==> src/rtl/instr_fetch_unit.sv <==
// Instruction fetch stage: byte-wide fetch over req/ready, prefetch FIFO, IR/PC valid/ready to the core.
// Define FETCH_PERF_EN to add the stall_cnt output (cycles with no instruction presented).
module instr_fetch_unit #(
  parameter int         DEPTH    = 2,
  parameter logic [7:0] RESET_PC = 8'h00
) (
  input  logic       clk,
  input  logic       reset,
  output logic       mem_req,
  output logic [7:0] mem_addr,
  input  logic       mem_ready,
  input  logic [7:0] mem_rdata,
  output logic       ir_valid,
  input  logic       ir_ready,
  output logic [7:0] ir_out,
  output logic [7:0] pc_out,
  input  logic       redirect_valid,
  input  logic [7:0] redirect_pc
`ifdef FETCH_PERF_EN
  ,
  output logic [15:0] stall_cnt
`endif
);

  // Handshakes: a memory read completes in any cycle with mem_req & mem_ready
  // (mem_addr held until then); the core takes the head when ir_valid & ir_ready.
  // A redirect in the same cycle cancels the memory write but not the core read.

  localparam int AW = $clog2(DEPTH);
  localparam int CW = $clog2(DEPTH) + 1;
  localparam logic [CW-1:0] FULL = CW'(DEPTH);

  typedef enum logic {
    IDLE = 1'b0,
    REQ  = 1'b1
  } state_t;

  // state is the probe point for FSM checkers
  state_t state;
  state_t state_next;

  logic [7:0]    fetch_pc;
  logic [15:0]   fifo_mem [DEPTH];
  logic [AW-1:0] rd_ptr;
  logic [AW-1:0] wr_ptr;
  logic [CW-1:0] count;
  logic [CW-1:0] count_next;
  logic          wr_en;
  logic          rd_en;

  assign rd_en = ir_valid & ir_ready;
  assign wr_en = mem_req & mem_ready & ~redirect_valid;

  always_comb begin
    count_next = count;
    if (redirect_valid) begin
      count_next = '0;
    end else begin
      count_next = count + CW'(wr_en) - CW'(rd_en);
    end
  end

  always_ff @(posedge clk or negedge reset) begin
    if (!reset) begin
      state <= IDLE;
    end else begin
      state <= state_next;
    end
  end

  // Request only while the FIFO will have room after this cycle's read/write.
  always_comb begin
    state_next = state;
    if (redirect_valid) begin
      state_next = REQ;
    end else begin
      case (state)
        IDLE:    if (count_next < FULL) state_next = REQ;
        REQ:     if (count_next >= FULL) state_next = IDLE;
        default: state_next = IDLE;
      endcase
    end
  end

  always_comb begin
    mem_req = 1'b0;
    case (state)
      REQ:     mem_req = 1'b1;
      default: mem_req = 1'b0;
    endcase
  end

  assign mem_addr = fetch_pc;

  always_ff @(posedge clk or negedge reset) begin
    if (!reset) begin
      fetch_pc <= RESET_PC;
      rd_ptr   <= '0;
      wr_ptr   <= '0;
      count    <= '0;
      for (int i = 0; i < DEPTH; i++) begin
        fifo_mem[i] <= '0;
      end
    end else begin
      count <= count_next;
      if (redirect_valid) begin
        fetch_pc <= redirect_pc;
        rd_ptr   <= '0;
        wr_ptr   <= '0;
      end else begin
        if (wr_en) begin
          fifo_mem[wr_ptr] <= {mem_rdata, fetch_pc};
          wr_ptr           <= wr_ptr + 1'b1;
          fetch_pc         <= fetch_pc + 8'd1;
        end
        if (rd_en) begin
          rd_ptr <= rd_ptr + 1'b1;
        end
      end
    end
  end

  assign ir_valid = (count != '0);
  assign ir_out   = fifo_mem[rd_ptr][15:8];
  assign pc_out   = fifo_mem[rd_ptr][7:0];

`ifdef FETCH_PERF_EN
  always_ff @(posedge clk or negedge reset) begin
    if (!reset) begin
      stall_cnt <= '0;
    end else if (!ir_valid && (stall_cnt != 16'hFFFF)) begin
      stall_cnt <= stall_cnt + 16'd1;
    end
  end
`endif

endmodule

==> config.mk <==
export PLATFORM = sky130hd
export DESIGN_NAME = instr_fetch_unit
export DESIGN_NICKNAME = d
export VERILOG_FILES = /design/src/rtl/instr_fetch_unit.sv
export SDC_FILE = /design/constraint.sdc
export NUM_CORES = 1
export LEC_CHECK = 0
export ABC_AREA = 1
export ABC_CLOCK_PERIOD_IN_PS = 2500
export CAP_MARGIN = 20
export CORE_MARGIN = 3
export CORE_UTILIZATION = 29
export CTS_BUF_LIST = sky130_fd_sc_hd__clkbuf_4
export CTS_CLUSTER_SIZE = 14
export DETAILED_ROUTE_END_ITERATION = 12
export DONT_BUFFER_PORTS = 1
export PLACE_DENSITY = 0.44
export SYNTH_ARGS = -nofsm -noshare
export SYNTH_HDL_FRONTEND = slang
export SYNTH_SLANG_ARGS = --single-unit
==> constraint.sdc <==
create_clock -name clk -period 2.5 [get_ports clk]
set_input_delay 0.125 -clock clk [delete_from_list [all_inputs] [get_ports clk]]
set_output_delay 0.125 -clock clk [all_outputs]
set_load 0.05 [all_outputs]
==> qor.yml, run 1 <==
drt:
  postRouteWirelength_mm: 5.129
  wl_per_cell_um: 12.89
  dr.first_iter.drc_count: 60
  postRouteAntennaNets: 0
  vias: 1714
  dr.pass1.iters: 4
  viasPerCell: 4.307
  drc: 0
critical_path:
  path_cells: "inv_2 > nand2_1 > nand2_1"
  critPathTopFamily: "simple AND/OR/NAND/NOR gates"
  rr_startpoint: "state"
  crit_start: "rd_ptr"
  required_ns: 2.38
  crit_top_cell: "nand2_1"
  path_class: "flop to primary output"
  worst-path-buf-inv: 1
  max_stage_delay_ns: 0.41
  critPathSlowestCell: "dfrtp_1"
  crit_path_end_kind: "primary output"
  critPathArrivalTime_ns: 1.53
  crit_fanout: 18
  setup.worst_path.start_class: "flop"
floorplanning:
  start_util_pct: 29.96
  rows: 32
  die_height_um: 95.58
  core_area_um2: 7767
  die_x_um: 95.58
  pin_count: 47
  dieArea_um2: 9136
sta:
  worstMarginPinSlew_ns: 0.5977
  fin_crit_sh_pct: 66.11
  relSlewSlack_pct: 60.15
  rsz0062_at_grt: "no"
  period_minus_slack_ns: 1.653
  skew_ns: 0.01231
  fin_hold_ws_ns: 0.09670
  drv_slew: 0
  hold_violations: 0
  setup_viol: 0
  finalSetupTns_ns: 0
  clock.fmax_ghz: 0.6051
synthesis:
  synth.distinct_cells: 22
  synth_area_leaders: "dfrtp_1, nand2_1, o21ai_2, inv_1, buf_6"
  synthesis.area_um2: 2327
  synth.top_cell.area_share_pct: 48.39
  yosys_warnings: 0
  synth_nets: 297
  synth_cells: 273
  ys_ff_latch: 45
  syn_avg_cell_area_um2: 8.525
  synth_seq_area_share_pct: 48.39
  synth_top_area_cell: "dfrtp_1"
hold_path:
  hp-class: "input pin to flop"
  hold_start: "mem_ready"
finish:
  drive_gt1_share_pct: 17.91
  final_cell_mix: "nand2_1, dfrtp_1, o21ai_2"
  area_growth_pct: 15.75
  regArea_um2: 1126
  multi_input_area_um2: 952.2
  final_common_cell: "nand2_1"
  num_antenna_cells: 0
  fillers: 832
  finalNetCount: 319
clock_network:
  htreeDepth: 2
  clockRootBuffer: "clkbuf_4"
  path_clk_slew_ns: 0.13
  cts_tree: "built"
  clk_latency_ns: 0.35
  ctsLongestPathBuffers: 2
  clock_sinks: 45
  cts_buffers: 5
  cts_resized: 0
flow_run:
  cap_violations: 0
pwr:
  vdd_drop_max_mv: 0.4686
  p_leak_nw: 1.375
  p_per_area_nw_per_um2: 1195
placement:
  io_buffer_count: 0
  dp_hpwl_mm: 3.315
  routabilityCongestion: 0.7340
run_status:
  status: "finished clean"
global_routing:
  grt_pass1_vias: 1720
  gr-total-overflow: 0
  grt.total_usage_pct: 12.21
  antenna_found_initial: 0
  grt_max_degree: 46
  grt_pass1_wl_mm: 8.459
==> cells in the mapped netlist <==
| cell type | n |
|---|---|
| o211ai_1 | 2 |
| nand2_1 | 114 |
| inv_1 | 31 |
| inv_8 | 2 |
| o21ai_0 | 6 |
| a21oi_1 | 1 |
| dfrtp_1 | 45 |
| xor2_1 | 1 |
| xnor2_1 | 2 |
| o21ai_2 | 32 |
| o21ai_1 | 1 |
| nand2_4 | 2 |
| buf_2 | 4 |
| nand3_1 | 10 |
| a31oi_1 | 1 |
| buf_6 | 6 |
| o21bai_1 | 1 |
| nand2_8 | 1 |
| buf_8 | 1 |
| nor2_1 | 5 |
| inv_2 | 2 |
| ha_1 | 3 |
==> stage by stage <==
stage,setup slack (ns),cell area [um^2],util [%],power (mW),cells
2_1_floorplan,0.7573,2327,-,2.557,273
3_3_place_gp,0.8939,2397,30.86,2.741,370
3_5_place_dp,0.8521,2397,30.86,2.757,370
4_1_cts,0.7904,2694,34.68,3.273,398
5_1_grt,0.6922,2694,34.68,3.456,398
6_report,0.8473,2694,34.68,3.218,398
==> final timing paths <==
path	to	slack (ns)	cells past startpoint
min in group asynchronous	fifo_mem[28]	0.27	2
min	mem_addr[0]	0.1	4
max in group asynchronous	fifo_mem[6]	2.01	2
max reg2reg	count[1]	0.86	11
max	ir_out[2]	0.85	3
min reg2reg	fifo_mem[14]	0.50	2
==> area by class of cell <==
type / count / share of cell area, %
Clock buffer: 6 / 1.672
Clock inverter: 2 / 1.254
Inverter: 35 / 5.434
Multi-Input combinational cell: 182 / 35.35
Sequential cell: 45 / 41.80
Tap cell: 102 / 4.738
Timing Repair Buffer: 26 / 9.754
==> logic make-up after synthesis <==
logic type	after synthesis	share of synthesized area [%]
simple gates	132	23.17
buf+inv	46	10.70
flops	45	48.39
compound gates	44	15.00
xor+xnor	3	1.129
fa+ha+maj	3	1.613
==> registers in the layout (all words and copies together) (netlist names) <==
| signal | count |
|---|---|
| fifo_mem | 32 |
| mem_addr | 8 |
| count | 2 |
| wr_ptr | 1 |
| state | 1 |
| rd_ptr | 1 |
==> tightest hold or removal path, cell delays in order <==
cell	delay, ns
nand2_1	0.07
inv_2	0.06
nand2_8	0.08
o211ai_1	0.08
==> metal layers <==
layer  part of all wire (%)  GRT usage, %  vias to the layer above
met5                      0             0                        -
met2                     45         19.69                       41
met3                    5.7         3.631                        5
met4                    1.1         3.910                        0
met1                     48         15.63                      777
li1                       -             -                      891
==> power by group <==
group / internal [mW] / switching (mW)
sequential: 1.01 / 0.210
clock: 0.219 / 0.238
combinational: 0.365 / 1.17
==> timing repair <==
item	in CTS	in global routing
setup buffers	0	0
endpoints found under the hold margin	73	0
hold buffers	20	0
Power figures use the tool's default switching activity.
==> run 2, diff against run 1 <==
- ABC_AREA: 1 -> 0
- ABC_CLOCK_PERIOD_IN_PS: 2500 -> 1600
- clock period: 2.5 -> 1.6 ns (I/O delays scaled with it)
==> run 2 against run 1 <==
The run now ends with negative setup slack left. Largest cell class unchanged. Wire length shrank 5.3%. Critical path type is now flop to flop. Clock power is 15% higher. Total power up 64%.
==> qor.yml, run 2 <==
clock_network:
  path_clk_slew_ns: 0.14  # about the same
  ctsLongestPathBuffers: 2  # unchanged
  htreeDepth: 2  # unchanged
  cts_buffers: 5  # unchanged
  cts_tree: "built"
  clockRootBuffer: "clkbuf_4"
  clk_latency_ns: 0.36  # about the same
  clock_sinks: 45  # unchanged
run_status:
  violations: "negative setup slack"
  status: "complete, but fails checks"
sta:
  fin_hold_ws_ns: 0.02503  # -0.07166 ns
  skew_ns: 0.01431  # +0.001995 ns
  period_minus_slack_ns: 1.623
  rsz0062_at_grt: "yes"
  setup_viol: 8  # +8
  hold_violations: 0  # unchanged
  fin_crit_sh_pct: 101.4
  relSlewSlack_pct: 63.74  # +3.6 points
  worstMarginPinSlew_ns: 0.5421  # -0.05561 ns
  finalSetupTns_ns: -0.03937  # -0.03937 ns
  timing.final.ws_setup_ns: -0.02275  # -0.8700 ns
  clock.fmax_ghz: 0.6162
  drv_slew: 0  # unchanged
critical_path:
  critPathArrivalTime_ns: 1.88  # +0.35 ns
  crit_start: "count[0]"
  path_cells: "o21a_1 > ha_1 > inv_1 > ha_2 > xnor2_2 > or2_2"
  setup.worst_path.start_class: "flop"
  crit_fanout: 2  # -16
  max_stage_delay_ns: 0.40  # about the same
  rr_startpoint: "count[0]"
  ff2ff_path_depth: 6  # -5
  path_class: "flop to flop"
  required_ns: 1.86  # -0.52 ns
  worst-path-buf-inv: 1  # unchanged
  critPathSlowestCell: "dfrtp_1"
  cp.depth: 6  # +3
  crit_path_end_kind: "flop"
  critPathTopFamily: "adder cells"
synthesis:
  syn_avg_cell_area_um2: 13.22  # +55%
  synthesis.area_um2: 2076  # -11%
  synth_top_area_cell: "dfrtp_1"
  synth.distinct_cells: 28  # +27%
  ys_ff_latch: 45  # unchanged
  synth.most_common_cell: "dfrtp_1"
  synth.top_cell.area_share_pct: 54.25  # +5.9 points
  yosys-top-cells-count: "dfrtp_1, mux2_2, mux2_1, nand2_1, nand3_1"
  yosys_warnings: 0  # unchanged
  synth_edf_count: 0  # unchanged
  synthArstFlopShare_pct: 100.0  # unchanged
  synth_area_leaders: "dfrtp_1, mux2_2, mux2_1, ha_1, or4_1"
  synth_ff_type: "dfrtp_1"
  synth_nets: 181  # -39%
  synth_cells: 157  # -42%
  synth_seq_area_share_pct: 54.25  # +5.9 points
finish:
  regMostFlops: "fifo_mem"
  finalNetCount: 225  # -29%
  drive_gt1_share_pct: 44.06  # +26 points
  fin_area_um2: 2764  # +2.6%
  num_antenna_cells: 0  # unchanged
  final_cell_mix: "dfrtp_1, mux2_2, dlygate4sd3_1"
  fillers: 658  # -21%
  area_growth_pct: 33.15
  largest_register_ffs: 32  # unchanged
  fin_util_pct: 40.24  # +5.6 points
  final_common_cell: "dfrtp_1"
  fin_cells: 298  # -25%
floorplanning:
  start_util_pct: 30.22  # +0.26 points
  die_x_um: 90.61  # -5.2%
  die_height_um: 90.61  # -5.2%
  pin_count: 47  # unchanged
  core_area_um2: 6869  # -12%
  rows: 30  # -6.3%
  dieArea_um2: 8209  # -10%
hold_path:
  hold_start: "mem_ready"
  hp-class: "input pin to flop"
  whs_path_depth: 3  # -1
global_routing:
  grt_max_degree: 46  # unchanged
  antenna_found_initial: 0  # unchanged
  grt.total_usage_pct: 12.03  # -0.18 points
  gr-total-overflow: 0  # unchanged
  grt_pass1_wl_mm: 7.852  # -7.2%
  grt_pass1_vias: 1503  # -13%
placement:
  place_inst: 263  # -29%
  dp_hpwl_mm: 3.194  # -3.6%
  pre_cts_ws_ns: -0.02075  # -0.8729 ns
  placed_area_um2: 2321  # -3.2%
  io_buffer_count: 0  # unchanged
  routabilityCongestion: 0.7296  # -0.60%
drt:
  postRouteAntennaNets: 0  # unchanged
  drc: 0  # unchanged
  dr.first_iter.drc_count: 22  # -63%
  vias: 1408  # -18%
  viasPerCell: 4.725  # +9.7%
  wl_per_cell_um: 16.30  # +26%
  dr.pass1.iters: 4  # unchanged
  postRouteWirelength_mm: 4.857  # -5.3%
pwr:
  p_leak_nw: 1.199  # -13%
  total_power_mw: 5.272  # +64%
  p_per_area_nw_per_um2: 1907  # +60%
  vdd_drop_max_mv: 0.8068  # +72%
flow_run:
  cap_violations: 0  # unchanged
## run 2: changes by cell type after synthesis, moves of 3 or more
cell,change
nand2_1,-105
mux2_2,+37
o21ai_2,-32
inv_1,-28
mux2_1,+10
buf_6,-5
or4_1,+5
nand3_1,-4
xor2_1,+3
## run 2: layer usage
layer	up-vias	wire length, um	share of wire (%)	global-route usage, %
met5	-	0	0	0
met4	0	44	0.91	4.209
met3	5	310	6.4	4.167
met2	44	2416	50	19.02
met1	701	2085	43	15.26
li1	658	-	-	-
## run 2: what timing repair did
action / CTS / global route
gates cloned: 0 / 1
setup endpoints to repair: 17 / 21
pin swaps: 1 / 2
buffers inserted: 1 / 4
endpoints found under the hold margin: 74 / 2
hold buffers: 20 / 1
gates resized for setup: 0 / 23
## run 2: final cells by class
class | instances | area, um^2 | share of cell area, %
inverter | 3 | 11.26 | 0.4074
timing repair buffer | 43 | 442.9 | 16.03
tap | 96 | 120.1 | 4.346
clock buffer | 5 | 37.54 | 1.358
clock inverter | 3 | 17.52 | 0.6338
multi-input combinational | 103 | 1001 | 36.22
sequential | 45 | 1134 | 41.01
## run 2: power by group
group | switching, mW | internal [mW] | leakage, nW | total [mW]
Clock | 0.361 | 0.167 | 0.0326 | 0.528
Sequential | 0.265 | 1.61 | 0.537 | 1.88
Combinational | 1.78 | 1.08 | 0.630 | 2.87
Total | 2.41 | 2.86 | 1.20 | 5.27
## run 2: final timing paths
check                                to  slack [ns]
max in group asynchronous         state        1.15
max                               state       -0.02
min                         mem_addr[2]        0.03
min in group asynchronous   fifo_mem[6]        0.22
max reg2reg                       state       -0.02
min reg2reg                fifo_mem[15]        0.51
## run 2: cell families (layout without fill, tap and decap cells)
| family | count (synthesis) | count (layout) | synth area share (%) |
|---|---|---|---|
| fa+ha+maj | 3 | 3 | 1.809 |
| simple gates | 34 | 34 | 9.585 |
| xor+xnor | 6 | 6 | 2.532 |
| buf+inv | 9 | 54 | 2.110 |
| flops | 45 | 45 | 54.25 |
| mux | 48 | 48 | 25.98 |
| compound gates | 12 | 12 | 3.737 |
## run 2: worst reg2reg max path, cell delays in order (launching register included)
cell     delay, ns
dfrtp_1       0.40
o21a_1        0.21
ha_1          0.27
inv_1         0.04
ha_2          0.18
xnor2_2       0.15
or2_2         0.28
